`src/rtl/rvv_backend_dispatch_uop_sequencer_pkg.sv`:
```
// Shared types for the dispatch uop sequencer: uop descriptor, EEW encoding,
// sequencer state and the EEW-to-shift helper used for byte/element scaling.
package rvv_backend_dispatch_uop_sequencer_pkg;

  localparam int VLEN            = 128;
  localparam int VLENB           = VLEN / 8;
  localparam int UOP_INDEX_WIDTH = 3;
  localparam int VSTART_WIDTH    = 8;

  typedef enum logic [1:0] {
    EEW8     = 2'b00,
    EEW16    = 2'b01,
    EEW32    = 2'b10,
    EEW_RSVD = 2'b11
  } EEW_e;

  typedef enum logic {
    IDLE  = 1'b0,
    ISSUE = 1'b1
  } SEQ_STATE_e;

  typedef struct packed {
    logic [5:0]                 funct6;
    logic [4:0]                 vd_index;
    logic [4:0]                 vs1_index;
    logic [4:0]                 vs2_index;
    EEW_e                       vd_eew;
    EEW_e                       vs1_eew;
    EEW_e                       vs2_eew;
    logic                       vm;
    logic [VSTART_WIDTH-1:0]    vstart;
    logic [UOP_INDEX_WIDTH-1:0] uop_index;
  } UOP_INFO_t;

  // log2 of the element size in bytes; reserved encodings scale as bytes
  function automatic logic [1:0] eew_to_shift(EEW_e e);
    case (e)
      EEW32:   eew_to_shift = 2'd2;
      EEW16:   eew_to_shift = 2'd1;
      default: eew_to_shift = 2'd0;
    endcase
  endfunction

endpackage

```
`src/rtl/rvv_backend_dispatch_uop_sequencer_if.sv`:
```
// Handshake bundle between the instruction source, the uop sequencer and the
// downstream byte-type/operand stage. The sequencer uses the slave modport.
interface rvv_backend_dispatch_uop_sequencer_if;
  import rvv_backend_dispatch_uop_sequencer_pkg::*;

  logic                       inst_valid;
  logic                       inst_ready;
  UOP_INFO_t                  inst_uop_info;
  logic [UOP_INDEX_WIDTH-1:0] inst_uop_last;
  logic [VLEN-1:0]            inst_v0;

  logic                       uop_valid;
  logic                       uop_ready;
  UOP_INFO_t                  uop_info;
  logic                       uop_last;
  logic [VLEN-1:0]            uop_v0;

  modport master (
    output inst_valid, inst_uop_info, inst_uop_last, inst_v0, uop_ready,
    input  inst_ready, uop_valid, uop_info, uop_last, uop_v0
  );

  modport slave (
    input  inst_valid, inst_uop_info, inst_uop_last, inst_v0, uop_ready,
    output inst_ready, uop_valid, uop_info, uop_last, uop_v0
  );

endinterface

```
`src/rtl/rvv_backend_dispatch_eew_max.sv`:
```
// Widest EEW among vs1/vs2/vd and its log2 byte size. Shared with the
// byte-type block so both stages agree on element scaling.
module rvv_backend_dispatch_eew_max
  import rvv_backend_dispatch_uop_sequencer_pkg::*;
(
  input  EEW_e       vs1_eew,
  input  EEW_e       vs2_eew,
  input  EEW_e       vd_eew,
  output EEW_e       eew_max,
  output logic [1:0] eew_max_shift
);

  // numeric order of the encoding matches element width order
  always_comb begin
    eew_max = vd_eew;
    if (vs1_eew > eew_max) eew_max = vs1_eew;
    if (vs2_eew > eew_max) eew_max = vs2_eew;
    eew_max_shift = eew_to_shift(eew_max);
  end

endmodule

```
`src/rtl/rvv_backend_dispatch_uop_sequencer.sv`:
```
// Splits one decoded vector instruction into uops 0..last, one per handshake,
// each carrying the instruction template and a v0 snapshot. Accepts the next
// instruction on the final handshake so back-to-back instructions have no
// bubble. Flush returns to IDLE on the next edge.
// Optional build macro RVV_DISPATCH_SKIP_PRESTART_EN: uops lying entirely
// below vstart (other than the last) are skipped internally, one cycle each.
module rvv_backend_dispatch_uop_sequencer
  import rvv_backend_dispatch_uop_sequencer_pkg::*;
#(
  parameter int UOP_NUM_MAX = 8,
  parameter int VLENB_WIDTH = $clog2(VLENB)
) (
  input  logic clk,
  input  logic rst,
  input  logic flush,
  output logic busy,
  rvv_backend_dispatch_uop_sequencer_if.slave bus
);

`ifdef RVV_DISPATCH_SKIP_PRESTART_EN
  localparam bit SKIP_EN = 1'b1;
`else
  localparam bit SKIP_EN = 1'b0;
`endif

  localparam int                         CW       = UOP_INDEX_WIDTH;
  localparam logic [CW-1:0]              LAST_MAX = CW'(UOP_NUM_MAX - 1);
  localparam logic [CW:0]                NUM_MAX  = (CW+1)'(UOP_NUM_MAX);

  SEQ_STATE_e      state_q, state_d;
  logic [CW-1:0]   idx_q, idx_d;
  logic [CW-1:0]   last_q, last_d;
  UOP_INFO_t       info_q, info_d;
  logic [VLEN-1:0] v0_q, v0_d;

  logic            issuing, is_last, skip, hs, accept;
  logic [CW-1:0]   last_clamped;
  EEW_e            eew_max;
  logic [1:0]      eew_max_shift;
  logic [7:0]      shamt;
  logic [15:0]     uop_end;
  logic            prestart;

  rvv_backend_dispatch_eew_max u_eew_max (
    .vs1_eew       (info_q.vs1_eew),
    .vs2_eew       (info_q.vs2_eew),
    .vd_eew        (info_q.vd_eew),
    .eew_max       (eew_max),
    .eew_max_shift (eew_max_shift)
  );

  assign issuing = (state_q == ISSUE);
  assign is_last = issuing && (idx_q == last_q);

  // first element index beyond this uop; a uop ending at or below vstart
  // has no body elements. A reserved EEW disables skipping.
  assign shamt    = 8'(VLENB_WIDTH) - {6'd0, eew_max_shift};
  assign uop_end  = (16'(idx_q) + 16'd1) << shamt;
  assign prestart = (eew_max != EEW_RSVD) && (uop_end <= 16'(info_q.vstart));
  assign skip     = SKIP_EN && issuing && prestart && !is_last;

  assign bus.uop_valid  = issuing && !skip;
  assign bus.uop_last   = is_last;
  assign bus.uop_v0     = v0_q;
  assign hs             = bus.uop_valid && bus.uop_ready;
  assign bus.inst_ready = !flush && (!issuing || (hs && is_last));
  assign accept         = bus.inst_valid && bus.inst_ready;
  assign busy           = issuing;

  assign last_clamped = ({1'b0, bus.inst_uop_last} >= NUM_MAX) ? LAST_MAX
                                                              : bus.inst_uop_last;

  // output uop: registered template with the live uop count substituted
  always_comb begin
    bus.uop_info           = info_q;
    bus.uop_info.uop_index = idx_q;
  end

  // next state: flush dominates, then accept / advance / finish
  always_comb begin
    state_d = state_q;
    idx_d   = idx_q;
    last_d  = last_q;
    info_d  = info_q;
    v0_d    = v0_q;
    if (flush) begin
      state_d = IDLE;
      idx_d   = '0;
    end else if (!issuing) begin
      if (accept) begin
        state_d = ISSUE;
        idx_d   = '0;
        last_d  = last_clamped;
        info_d  = bus.inst_uop_info;
        v0_d    = bus.inst_v0;
      end
    end else if (skip) begin
      idx_d = idx_q + CW'(1);
    end else if (hs) begin
      if (!is_last) begin
        idx_d = idx_q + CW'(1);
      end else if (accept) begin
        idx_d  = '0;
        last_d = last_clamped;
        info_d = bus.inst_uop_info;
        v0_d   = bus.inst_v0;
      end else begin
        state_d = IDLE;
        idx_d   = '0;
      end
    end
  end

  // state, counter and captured instruction; everything clears on reset
  always_ff @(posedge clk or posedge rst) begin
    if (rst) begin
      state_q <= IDLE;
      idx_q   <= '0;
      last_q  <= '0;
      info_q  <= '0;
      v0_q    <= '0;
    end else begin
      state_q <= state_d;
      idx_q   <= idx_d;
      last_q  <= last_d;
      info_q  <= info_d;
      v0_q    <= v0_d;
    end
  end

  // an accepted uop count beyond the counter range is a decoder bug
  always @(posedge clk) begin
    if (!rst && bus.inst_valid && bus.inst_ready)
      assert ({1'b0, bus.inst_uop_last} < NUM_MAX);
  end

endmodule

```
`src/flat_wrapper.sv`:
```
// flat-port wrapper written by rule: the top's interface ports become plain ports
module rvv_backend_dispatch_uop_sequencer_flat import rvv_backend_dispatch_uop_sequencer_pkg::*;
#(
  parameter int UOP_NUM_MAX = 8,
  parameter int VLENB_WIDTH = $clog2(VLENB)
)
  (clk, rst, flush, busy, bus_inst_valid, bus_inst_uop_info, bus_inst_uop_last, bus_inst_v0, bus_uop_ready, bus_inst_ready, bus_uop_valid, bus_uop_info, bus_uop_last, bus_uop_v0);
  rvv_backend_dispatch_uop_sequencer_if bus_i ();
  input  logic clk;
  input  logic rst;
  input  logic flush;
  output logic busy;
  input wire logic [$bits(bus_i.inst_valid)-1:0] bus_inst_valid;
  input wire logic [$bits(bus_i.inst_uop_info)-1:0] bus_inst_uop_info;
  input wire logic [$bits(bus_i.inst_uop_last)-1:0] bus_inst_uop_last;
  input wire logic [$bits(bus_i.inst_v0)-1:0] bus_inst_v0;
  input wire logic [$bits(bus_i.uop_ready)-1:0] bus_uop_ready;
  output wire logic [$bits(bus_i.inst_ready)-1:0] bus_inst_ready;
  output wire logic [$bits(bus_i.uop_valid)-1:0] bus_uop_valid;
  output wire logic [$bits(bus_i.uop_info)-1:0] bus_uop_info;
  output wire logic [$bits(bus_i.uop_last)-1:0] bus_uop_last;
  output wire logic [$bits(bus_i.uop_v0)-1:0] bus_uop_v0;
  assign bus_i.inst_valid = bus_inst_valid;
  assign bus_i.inst_uop_info = bus_inst_uop_info;
  assign bus_i.inst_uop_last = bus_inst_uop_last;
  assign bus_i.inst_v0 = bus_inst_v0;
  assign bus_i.uop_ready = bus_uop_ready;
  assign bus_inst_ready = bus_i.inst_ready;
  assign bus_uop_valid = bus_i.uop_valid;
  assign bus_uop_info = bus_i.uop_info;
  assign bus_uop_last = bus_i.uop_last;
  assign bus_uop_v0 = bus_i.uop_v0;
  rvv_backend_dispatch_uop_sequencer #(.UOP_NUM_MAX(UOP_NUM_MAX), .VLENB_WIDTH(VLENB_WIDTH)) u_core (.clk(clk), .rst(rst), .flush(flush), .busy(busy), .bus(bus_i));
endmodule
```
`config.mk`:
```
export PLATFORM = sky130hd
export DESIGN_NAME = rvv_backend_dispatch_uop_sequencer_flat
export DESIGN_NICKNAME = d
export VERILOG_FILES = /design/src/rtl/rvv_backend_dispatch_uop_sequencer_pkg.sv /design/src/rtl/rvv_backend_dispatch_uop_sequencer_if.sv /design/src/rtl/rvv_backend_dispatch_eew_max.sv /design/src/rtl/rvv_backend_dispatch_uop_sequencer.sv /design/src/flat_wrapper.sv
export SDC_FILE = /design/constraint.sdc
export NUM_CORES = 1
export LEC_CHECK = 0
export CORE_MARGIN = 1
export CORE_UTILIZATION = 40
export CTS_CLUSTER_SIZE = 20
export DETAILED_ROUTE_END_ITERATION = 12
export GPL_TIMING_DRIVEN = 0
export MAX_ROUTING_LAYER = met4
export PLACE_DENSITY_LB_ADDON = 0.2
export SYNTH_ARGS = -nofsm -noshare
export SYNTH_HDL_FRONTEND = slang
export SYNTH_HIERARCHICAL = 1
export SYNTH_SLANG_ARGS = --single-unit
export TNS_END_PERCENT = 1
```
`constraint.sdc`:
```
create_clock -name clk -period 16.7 [get_ports clk]
set_clock_uncertainty 0.15 [all_clocks]
set_input_delay 5.01 -clock clk [delete_from_list [all_inputs] [get_ports clk]]
set_output_delay 5.01 -clock clk [all_outputs]
set_load 0.01 [all_outputs]
```
==> run metrics, run 1 <==
Worst-Margin Slew slightly above 600 ps; clock latency on the worst-skew pair approximately 420 ps; Clk pin slew, worst setup/hold paths about 70 ps; ratio of cells with drive above 1 in the final layout between 7 and 8%; n_diodes 0; register area share after synthesis about three fifths; period utilization about 74%; worst vdd ir 0.0695 mV; CP Class in -> out; Die X between 100 and 150 µm; placed cell area about 11000 µm²; Tot GR Track Use 26.7%; total number of vias ~7100; DR WL/cell approximately 18 µm; RSZ-0062 raised after global routing false; FF+latch count, synth roughly 170; Hold-fix buffers, CTS 0; Worst slew margin 59.3%; Worst setup EP type primary output; Core Area 17500 µm²; antenna violations before repair 0; Clock Tree Buf Depth 2; Starting Density between 40% and 50%; Leak Pwr 4.97 nW; hpwl dp roughly 17000 µm; most frequent cells in the layout clkdlybuf4s50_1 (342), nand2_1 (335), dfrtp_1 (171); first-pass GRT wire length around 37000 µm; I/O pin total about 350; cell area after layout 11500 µm²; Netlist cell types 28; fmax between 0.08 and 0.09 GHz; Pre-antenna DRT Iters 4; fraction of registers with async set/reset between 90% and 100%; Synth Area per Inst ~9.3 µm²; initial DRC count about 410; Worst Hold Class reg -> reg; Setup TNS Final 0 ps; DRC Markers 0; vias in the first global route roughly 7000; die area between 15000 and 20000 µm²; fin crit period 12380 ps; root buffer cell clkbuf_16; CP arrival just over 7000 ps; max-slew violation count 0; Pwr Total around 1.4 mW; Post-CTS Setup Bufs 0; CTS Buf Count 17; syn nets around 950; Synth Flop Type dfrtp_1; port bufs around 340; Post-Syn Area 7220 µm²; antenna viol nets, final 0; max-cap viol count 0; Die Height 136 µm; Hold Vio Cnt, Final 0; Area Overhead vs Synth 59.8%; htree depth 4; # resized after CTS 0; Rows 48; vias per cell 5.18; Startpoint Class input port; commonest non-fill, non-tap cell in the layout clkdlybuf4s50_1; clock tree sinks roughly 170; fin nets 1316; status complete, no violations; fill cell count 1421; GPL Wtd Cong 0.842; final setup vio count 0; largest net degree at the start of global routing ~110; CTS tree done; crit-path max FO 10; Syn. warnings 6; GRT Residual Overflow 0; Synth Instances ~780; power density over the cells around 120 nW/µm²; Worst Path Required about 12000 ps; Post-synth EDFFs 0; wirelength, routed 24200 µm
[power breakdown]
group / internal (mW) / switching [mW]
logic: 0.238 / 0.190
registers: 0.498 / 0.0472
clock network: 0.214 / 0.179
total: 0.951 / 0.416
[layer usage]
| metal | GRT usage, % | part of all wire, % | up-vias |
|---|---|---|---|
| met2 | 41.5 | 49 | 260 |
| li1 | - | - | 3382 |
| met5 | - | 0 | - |
| met3 | 6.41 | 6.7 | 55 |
| met4 | 13.4 | 3.5 | 0 |
| met1 | 32.5 | 40 | 3438 |
[synthesized netlist by cell type, types with 2 or more instances]
master	n	area, µm²
nand3b_1	2	15.0
nor3_1	2	10.0
buf_2	33	165
inv_1	2	7.51
xor2_1	3	26.3
nand2_1	335	1260
clkbuf_1	30	113
dfrtp_1	171	4280
buf_6	13	146
nand4b_1	3	26.3
o22ai_1	167	1040
[critical path, stage by stage]
cell             delay, ps
clkdlybuf4s50_1        600
inv_1                   60
o41a_1                 400
buf_2                  180
clkbuf_1               260
nor2_1                 150
clkdlybuf4s50_1        540
[stage by stage]
step           std cells  hold WS [ps]  worst slack (ps)  util (%)
3_5_place_dp        1346           369              4330      62.7
2_1_floorplan        778           376              5590         -
3_3_place_gp        1345           364              4320      62.5
5_1_grt             1378           400              4180      66.1
4_1_cts             1378           379              4320      66.1
6_report            1378           375              4320      66.1
[flip-flops by register name (all words and copies together) (netlist names)]
register / count
u_core/bus.uop_info: 36
u_core/bus.uop_valid: 1
u_core/idx_q: 3
u_core/bus.uop_v0: 128
u_core/last_q: 3
[cell type report]
type,instances,area [µm²],share of cell area [%]
clock inverters,13,138,1.19
well taps,225,282,2.44
flip-flops and latches,171,4280,37.1
multi-input cells,528,2500,21.7
clock buffers,19,443,3.84
repair buffers,343,3450,29.9
plain buffers,77,432,3.74
inverters,2,15.0,0.130
[cells by family after synthesis]
logic type	share of synthesized area [%]
simple gates	19.0
buf+inv	6.08
compound gates	15.2
flops	59.2
xor+xnor	0.364
fa+ha+maj	0.173
[worst paths after layout]
path / startpoint / end / slack, ps / cells past startpoint
setup reg to reg: u_core/idx_q[1] / u_core/bus.uop_v0[71] / 14410 / 5
min in group asynchronous: rst / u_core/bus.uop_v0[24] / 4870 / 2
hold / removal: u_core/bus.uop_v0[19] / u_core/bus.uop_v0[19] / 380 / 2
max in group asynchronous: rst / u_core/bus.uop_v0[77] / 10620 / 3
setup / recovery: bus_uop_ready / bus_inst_ready / 4320 / 7
hold reg to reg: u_core/bus.uop_v0[19] / u_core/bus.uop_v0[19] / 380 / 2
Note: power is estimated with default switching activity, not from simulation.
==> run 2, diff against run 1 <==
clock period = 13 ns   (was 16.7 ns; I/O delays follow)
==> results of run 2 <==
Same layout as run 1 (identical final DEF). Status: complete, no violations.
Among the figures that moved: setup slack after placement 4330 ps -> 2850 ps; setup slack after layout 4320 ps -> 2840 ps; register-to-register setup slack 14410 ps -> 10710 ps; total power 1.37 mW -> 1.76 mW; worst IR drop on VDD 0.0695 mV -> 0.0893 mV
==> run 3, diff against run 2 <==
clock period = 9.5 ns   (was 13 ns; I/O delays follow)
==> results of run 3 <==
Same layout as run 1 (identical final DEF). Status: complete, no violations.
Among the figures that moved: setup slack after placement 4330 ps -> 1450 ps; setup slack after layout 4320 ps -> 1440 ps; register-to-register setup slack 14410 ps -> 7210 ps; total power 1.37 mW -> 2.40 mW; worst IR drop on VDD 0.0695 mV -> 0.122 mV
